**src/rtl/stopwatch_pkg.sv**
```systemverilog
// Shared types and limits for the stopwatch MM:SS counting core.
// Digits are BCD nibbles; each field wraps at TENS_MAX:ONES_MAX (59).
package stopwatch_pkg;

    typedef logic [3:0] bcd_t;

    typedef enum logic [1:0] {
        ST_RUN    = 2'd0,
        ST_PAUSED = 2'd1,
        ST_ADJUST = 2'd2
    } state_t;

    localparam bcd_t TENS_MAX = 4'd5;
    localparam bcd_t ONES_MAX = 4'd9;

endpackage

```
**src/rtl/stopwatch_counter_bcd.sv**
```systemverilog
// Two-digit BCD mod-60 counter; digits registered, carry is combinational and
// marks the 59 -> 00 wrap on the edge that performs it.
module bcd_mod60
    import stopwatch_pkg::*;
(
    input  logic clk_m,
    input  logic rst,
    input  logic inc,
    output bcd_t tens,
    output bcd_t ones,
    output logic carry
);

    bcd_t tens_q, ones_q;
    bcd_t tens_d, ones_d;

    always_comb begin
        tens_d = tens_q;
        ones_d = ones_q;
        carry  = inc && (ones_q == ONES_MAX) && (tens_q == TENS_MAX);
        if (inc) begin
            if (ones_q == ONES_MAX) begin
                ones_d = 4'd0;
                tens_d = (tens_q == TENS_MAX) ? 4'd0 : tens_q + 4'd1;
            end else begin
                ones_d = ones_q + 4'd1;
            end
        end
    end

    always_ff @(posedge clk_m or posedge rst) begin
        if (rst) begin
            tens_q <= 4'd0;
            ones_q <= 4'd0;
        end else begin
            tens_q <= tens_d;
            ones_q <= ones_d;
        end
    end

    assign tens = tens_q;
    assign ones = ones_q;

endmodule

```
**src/rtl/stopwatch_counter.sv**
```systemverilog
// Stopwatch MM:SS core: run/pause/adjust FSM driving two BCD mod-60 fields.
// Define STOPWATCH_BLINK_EN to build the adjust-mode blink masks; otherwise they read 0.
module stopwatch_counter
    import stopwatch_pkg::*;
(
    input  logic       clk_m,
    input  logic       rst,
    input  logic       tick_1hz,
    input  logic       tick_2hz,
    input  logic       pause_p,
    input  logic       adj,
    input  logic       sel,
    output logic [3:0] min_tens,
    output logic [3:0] min_ones,
    output logic [3:0] sec_tens,
    output logic [3:0] sec_ones,
    output logic       running,
    output logic       blank_min,
    output logic       blank_sec
);

    state_t state_q;
    logic   run_saved_q;
    logic   running_q;
    logic   adj_step;
    logic   sec_inc, min_inc, sec_carry, min_carry;

    // A tick coinciding with the adj rise is dropped so the adjust entry is clean.
    assign adj_step = (state_q == ST_ADJUST) && tick_2hz;
    assign sec_inc  = ((state_q == ST_RUN) && tick_1hz && !adj) || (adj_step && sel);
    assign min_inc  = (state_q == ST_RUN) ? sec_carry : (adj_step && !sel);

    bcd_mod60 u_sec (
        .clk_m (clk_m),
        .rst   (rst),
        .inc   (sec_inc),
        .tens  (sec_tens),
        .ones  (sec_ones),
        .carry (sec_carry)
    );

    bcd_mod60 u_min (
        .clk_m (clk_m),
        .rst   (rst),
        .inc   (min_inc),
        .tens  (min_tens),
        .ones  (min_ones),
        .carry (min_carry)
    );

    always_ff @(posedge clk_m or posedge rst) begin
        if (rst) begin
            state_q     <= ST_RUN;
            run_saved_q <= 1'b1;
            running_q   <= 1'b1;
        end else begin
            case (state_q)
                ST_RUN: begin
                    if (adj) begin
                        state_q     <= ST_ADJUST;
                        run_saved_q <= ~pause_p;
                        running_q   <= 1'b0;
                    end else if (pause_p) begin
                        state_q   <= ST_PAUSED;
                        running_q <= 1'b0;
                    end
                end
                ST_PAUSED: begin
                    if (adj) begin
                        state_q     <= ST_ADJUST;
                        run_saved_q <= pause_p;
                    end else if (pause_p) begin
                        state_q   <= ST_RUN;
                        running_q <= 1'b1;
                    end
                end
                ST_ADJUST: begin
                    run_saved_q <= run_saved_q ^ pause_p;
                    if (!adj) begin
                        state_q   <= (run_saved_q ^ pause_p) ? ST_RUN : ST_PAUSED;
                        running_q <= run_saved_q ^ pause_p;
                    end
                end
                default: begin
                    state_q   <= ST_RUN;
                    running_q <= 1'b1;
                end
            endcase
        end
    end

    assign running = running_q;

`ifdef STOPWATCH_BLINK_EN
    logic sel_q, blank_min_q, blank_sec_q;

    always_ff @(posedge clk_m or posedge rst) begin
        if (rst) begin
            sel_q       <= 1'b0;
            blank_min_q <= 1'b0;
            blank_sec_q <= 1'b0;
        end else begin
            sel_q <= sel;
            if ((state_q != ST_ADJUST) || !adj || (sel != sel_q)) begin
                blank_min_q <= 1'b0;
                blank_sec_q <= 1'b0;
            end else if (tick_2hz) begin
                blank_min_q <= sel ? 1'b0 : ~blank_min_q;
                blank_sec_q <= sel ? ~blank_sec_q : 1'b0;
            end
        end
    end

    assign blank_min = blank_min_q;
    assign blank_sec = blank_sec_q;
`else
    assign blank_min = 1'b0;
    assign blank_sec = 1'b0;
`endif

endmodule

```
**config.mk**
```make
export PLATFORM = sky130hd
export DESIGN_NAME = stopwatch_counter
export DESIGN_NICKNAME = d
export VERILOG_FILES = /design/src/rtl/stopwatch_pkg.sv /design/src/rtl/stopwatch_counter_bcd.sv /design/src/rtl/stopwatch_counter.sv
export SDC_FILE = /design/constraint.sdc
export NUM_CORES = 1
export LEC_CHECK = 0
export CAP_MARGIN = 20
export CORE_MARGIN = 2
export CORE_UTILIZATION = 30
export CTS_CLUSTER_SIZE = 10
export DETAILED_ROUTE_END_ITERATION = 12
export PLACE_DENSITY = 0.63
export SLEW_MARGIN = 20
export SYNTH_ARGS = -nofsm -noshare
export SYNTH_HDL_FRONTEND = slang
export SYNTH_SLANG_ARGS = --single-unit
```
**constraint.sdc**
```tcl
create_clock -name clk_m -period 3.2 [get_ports clk_m]
set_input_delay 0.96 -clock clk_m [delete_from_list [all_inputs] [get_ports clk_m]]
set_output_delay 0.96 -clock clk_m [all_outputs]
set_load 0.1 [all_outputs]
```
==> flow_metrics.env <==
export IMPL_tightest_slew_ns=0.780
export IMPL_antenna_found_initial=0
export IMPL_ys_types=40
export IMPL_yosys_warnings=0
export IMPL_die_h_um=66.2
export IMPL_start_util_pct=31.4
export IMPL_crit_arrival_ns=2.66
export IMPL_routed_via_density=4.66
export IMPL_status="finished clean"
export IMPL_port_buffers=23
export IMPL_max_cap_viol_count=0
export IMPL_critical_path_class="input pin to register"
export IMPL_wl_um=2320
export IMPL_synthFlopType="dfrtp_1"
export IMPL_grt_overflow=0
export IMPL_avgSynthCellArea_um2=10.3
export IMPL_io_pin_count=26
export IMPL_place_gp_congestion=0.740
export IMPL_hold_violations=0
export IMPL_topRoutingLayerUsed="met4"
export IMPL_area_delta_synth_final_pct=26.5
export IMPL_nets=151
export IMPL_layout_commonest_cell="dfrtp_1"
export IMPL_synth_area_um2=1160
export IMPL_critPathRequiredTime_ns=3.35
export IMPL_htreeDepth=1
export IMPL_grt_pass1_wl_um=3800
export IMPL_fin_skew_ns=0.00347
export IMPL_ant_nets=0
export IMPL_fp_dieArea_um2=4380
export IMPL_crit_slowest_cell="clkdlybuf4s50_1"
export IMPL_synth_seq_cells=20
export IMPL_cts_root_buf="clkbuf_8"
export IMPL_final_cell_mix="18 x dfrtp_1, 17 x buf_4, 11 x nand2_1, 10 x o21ai_0, 8 x inv_1"
export IMPL_num_vias=872
export IMPL_path_clk_slew_ns=0.08
export IMPL_grt_pass1_vias=842
export IMPL_drc=0
export IMPL_tns_ns=0
export IMPL_grt_max_degree=21
export IMPL_clk_latency_ns=0.26
export IMPL_fmax_mhz=400
export IMPL_drv_slew=0
export IMPL_diodes=0
export IMPL_cp_max_fo=10
export IMPL_cts_sinks=20
export IMPL_wl_per_cell_um=12.4
export IMPL_grt_util_all_layers_pct=11.3
export IMPL_drtIter0Drc=21
export IMPL_cts_tree="done"
export IMPL_worst_setup_path_end_kind="register"
export IMPL_clk_path_buf_depth=2
export IMPL_hold_class="register to register"
export IMPL_min_period_ns=2.50
export IMPL_cts_buffers=3
export IMPL_cts_repair_resized=0
export IMPL_first_pass_iters=4
export IMPL_crit_path_start_kind="input pin"
export IMPL_dr_wl_met2_um=1190
export IMPL_timing_slew_headroom_pct=47.9
export IMPL_dp_hpwl_um=1800
export IMPL_setup_violations=0
export IMPL_m1WireLength_um=1020
export IMPL_cts_setup_buffers=0
export IMPL_synth_enable_flop_cells=0
export IMPL_timing_final_crit_share_pct=78.2
export IMPL_worstPathCellList="clkdlybuf4s50_1 > and3_1 > o2111ai_4 > o32ai_4 > nand2_2 > mux2_4"
export IMPL_dr_wl_met3_um=91
export IMPL_die_width_um=66.2
export IMPL_ctsHoldBuffers=0
export IMPL_rows=22
export IMPL_seq_area_frac_synth_pct=43.4
export IMPL_syn_inst=113
export IMPL_grt_setup_unrepaired="false"
export IMPL_fp_coreArea_um2=3690
export IMPL_slowest_delay_ns=0.53
export IMPL_synthArstFlopShare_pct=100
export IMPL_drive_gt1_share_pct=24.5
critical path: cells and delay by family:
kind	cells	cell delay, ns
muxes	1	0.31
and+or+nand+nor	2	0.34
AOI/OAI and AO/OA	2	0.51
buffers and inverters	1	0.53
metal layers:
| metal | vias up | global-route usage (%) |
|---|---|---|
| met3 | 2 | 2.04 |
| met1 | 409 | 13.3 |
| met4 | 0 | 3.06 |
| li1 | 445 | - |
| met2 | 16 | 20.8 |
| met5 | - | 0 |
cells in the mapped netlist (2+ instances only):
master	count	area (µm²)
dfrtp_1	18	450
nand3_1	3	15.0
nor2_1	5	18.8
nor2b_1	4	25.0
ha_1	4	50.1
nor3_1	2	10.0
nand2b_1	3	18.8
a21oi_1	3	15.0
buf_4	2	15.0
mux2_2	3	33.8
nand2_1	11	41.3
mux2i_1	2	20.0
xor2_1	2	17.5
dfstp_2	2	52.6
inv_1	8	30.0
o21ai_0	10	50.1
a22o_1	3	26.3
xnor2_1	6	52.6
cells by family (layout without fill, tap and decap cells):
| kind of cell | Yosys count | after routing | synth area share, % |
|---|---|---|---|
| buffers and inverters | 10 | 35 | 3.88 |
| AOI/OAI and AO/OA | 26 | 26 | 18.1 |
| and+or+nand+nor | 38 | 38 | 18.0 |
| other | 1 | 2 | 0.323 |
| adders and majority gates | 4 | 4 | 4.32 |
| DFF | 20 | 20 | 43.4 |
| muxes | 6 | 6 | 5.93 |
| xor gates and xnor gates | 8 | 8 | 6.04 |
state kept, by name (all words and copies together), names as in the netlist:
| signal | count |
|---|---|
| running | 1 |
| u_sec.tens | 4 |
| u_sec.ones | 4 |
| u_min.ones | 4 |
| run_saved_q | 1 |
| u_min.tens | 4 |
| state_q | 2 |
per-stage QoR:
step	setup WS [ns]	utilization (%)	instances	hold slack, ns	area, µm²
3_3_place_gp	0.469	37.9	183	0.483	1400
2_1_floorplan	0.819	-	114	0.552	1160
6_report	0.697	39.8	187	0.517	1470
4_1_cts	0.696	39.8	187	0.510	1470
5_1_grt	0.620	39.8	187	0.539	1470
3_5_place_dp	0.422	37.9	183	0.491	1400
layout make-up:
class	instances	area, µm²
multi-input cells	84	616
clock inverters	1	30.0
flip-flops and latches	20	503
inverters	8	30.0
fillers	381	2220
repair buffers	23	188
well taps	48	60.1
clock buffers	3	41.3
path summary, 6_finish.rpt:
kind,cells after the start,end,startpoint,slack [ns]
setup / recovery,6,u_min.ones[1],sel,0.70
hold / removal,1,u_sec.tens[3],u_sec.tens[3],0.52
setup reg to reg,7,u_min.ones[1],state_q[1],1.04
hold reg to reg,1,u_sec.tens[3],u_sec.tens[3],0.52
max in group asynchronous,2,u_sec.tens[3],rst,1.58
min in group asynchronous,2,u_min.tens[2],rst,1.13
Power is not shown: default switching activity piles up to over one toggle a cycle in this logic, so the estimate is an artifact.
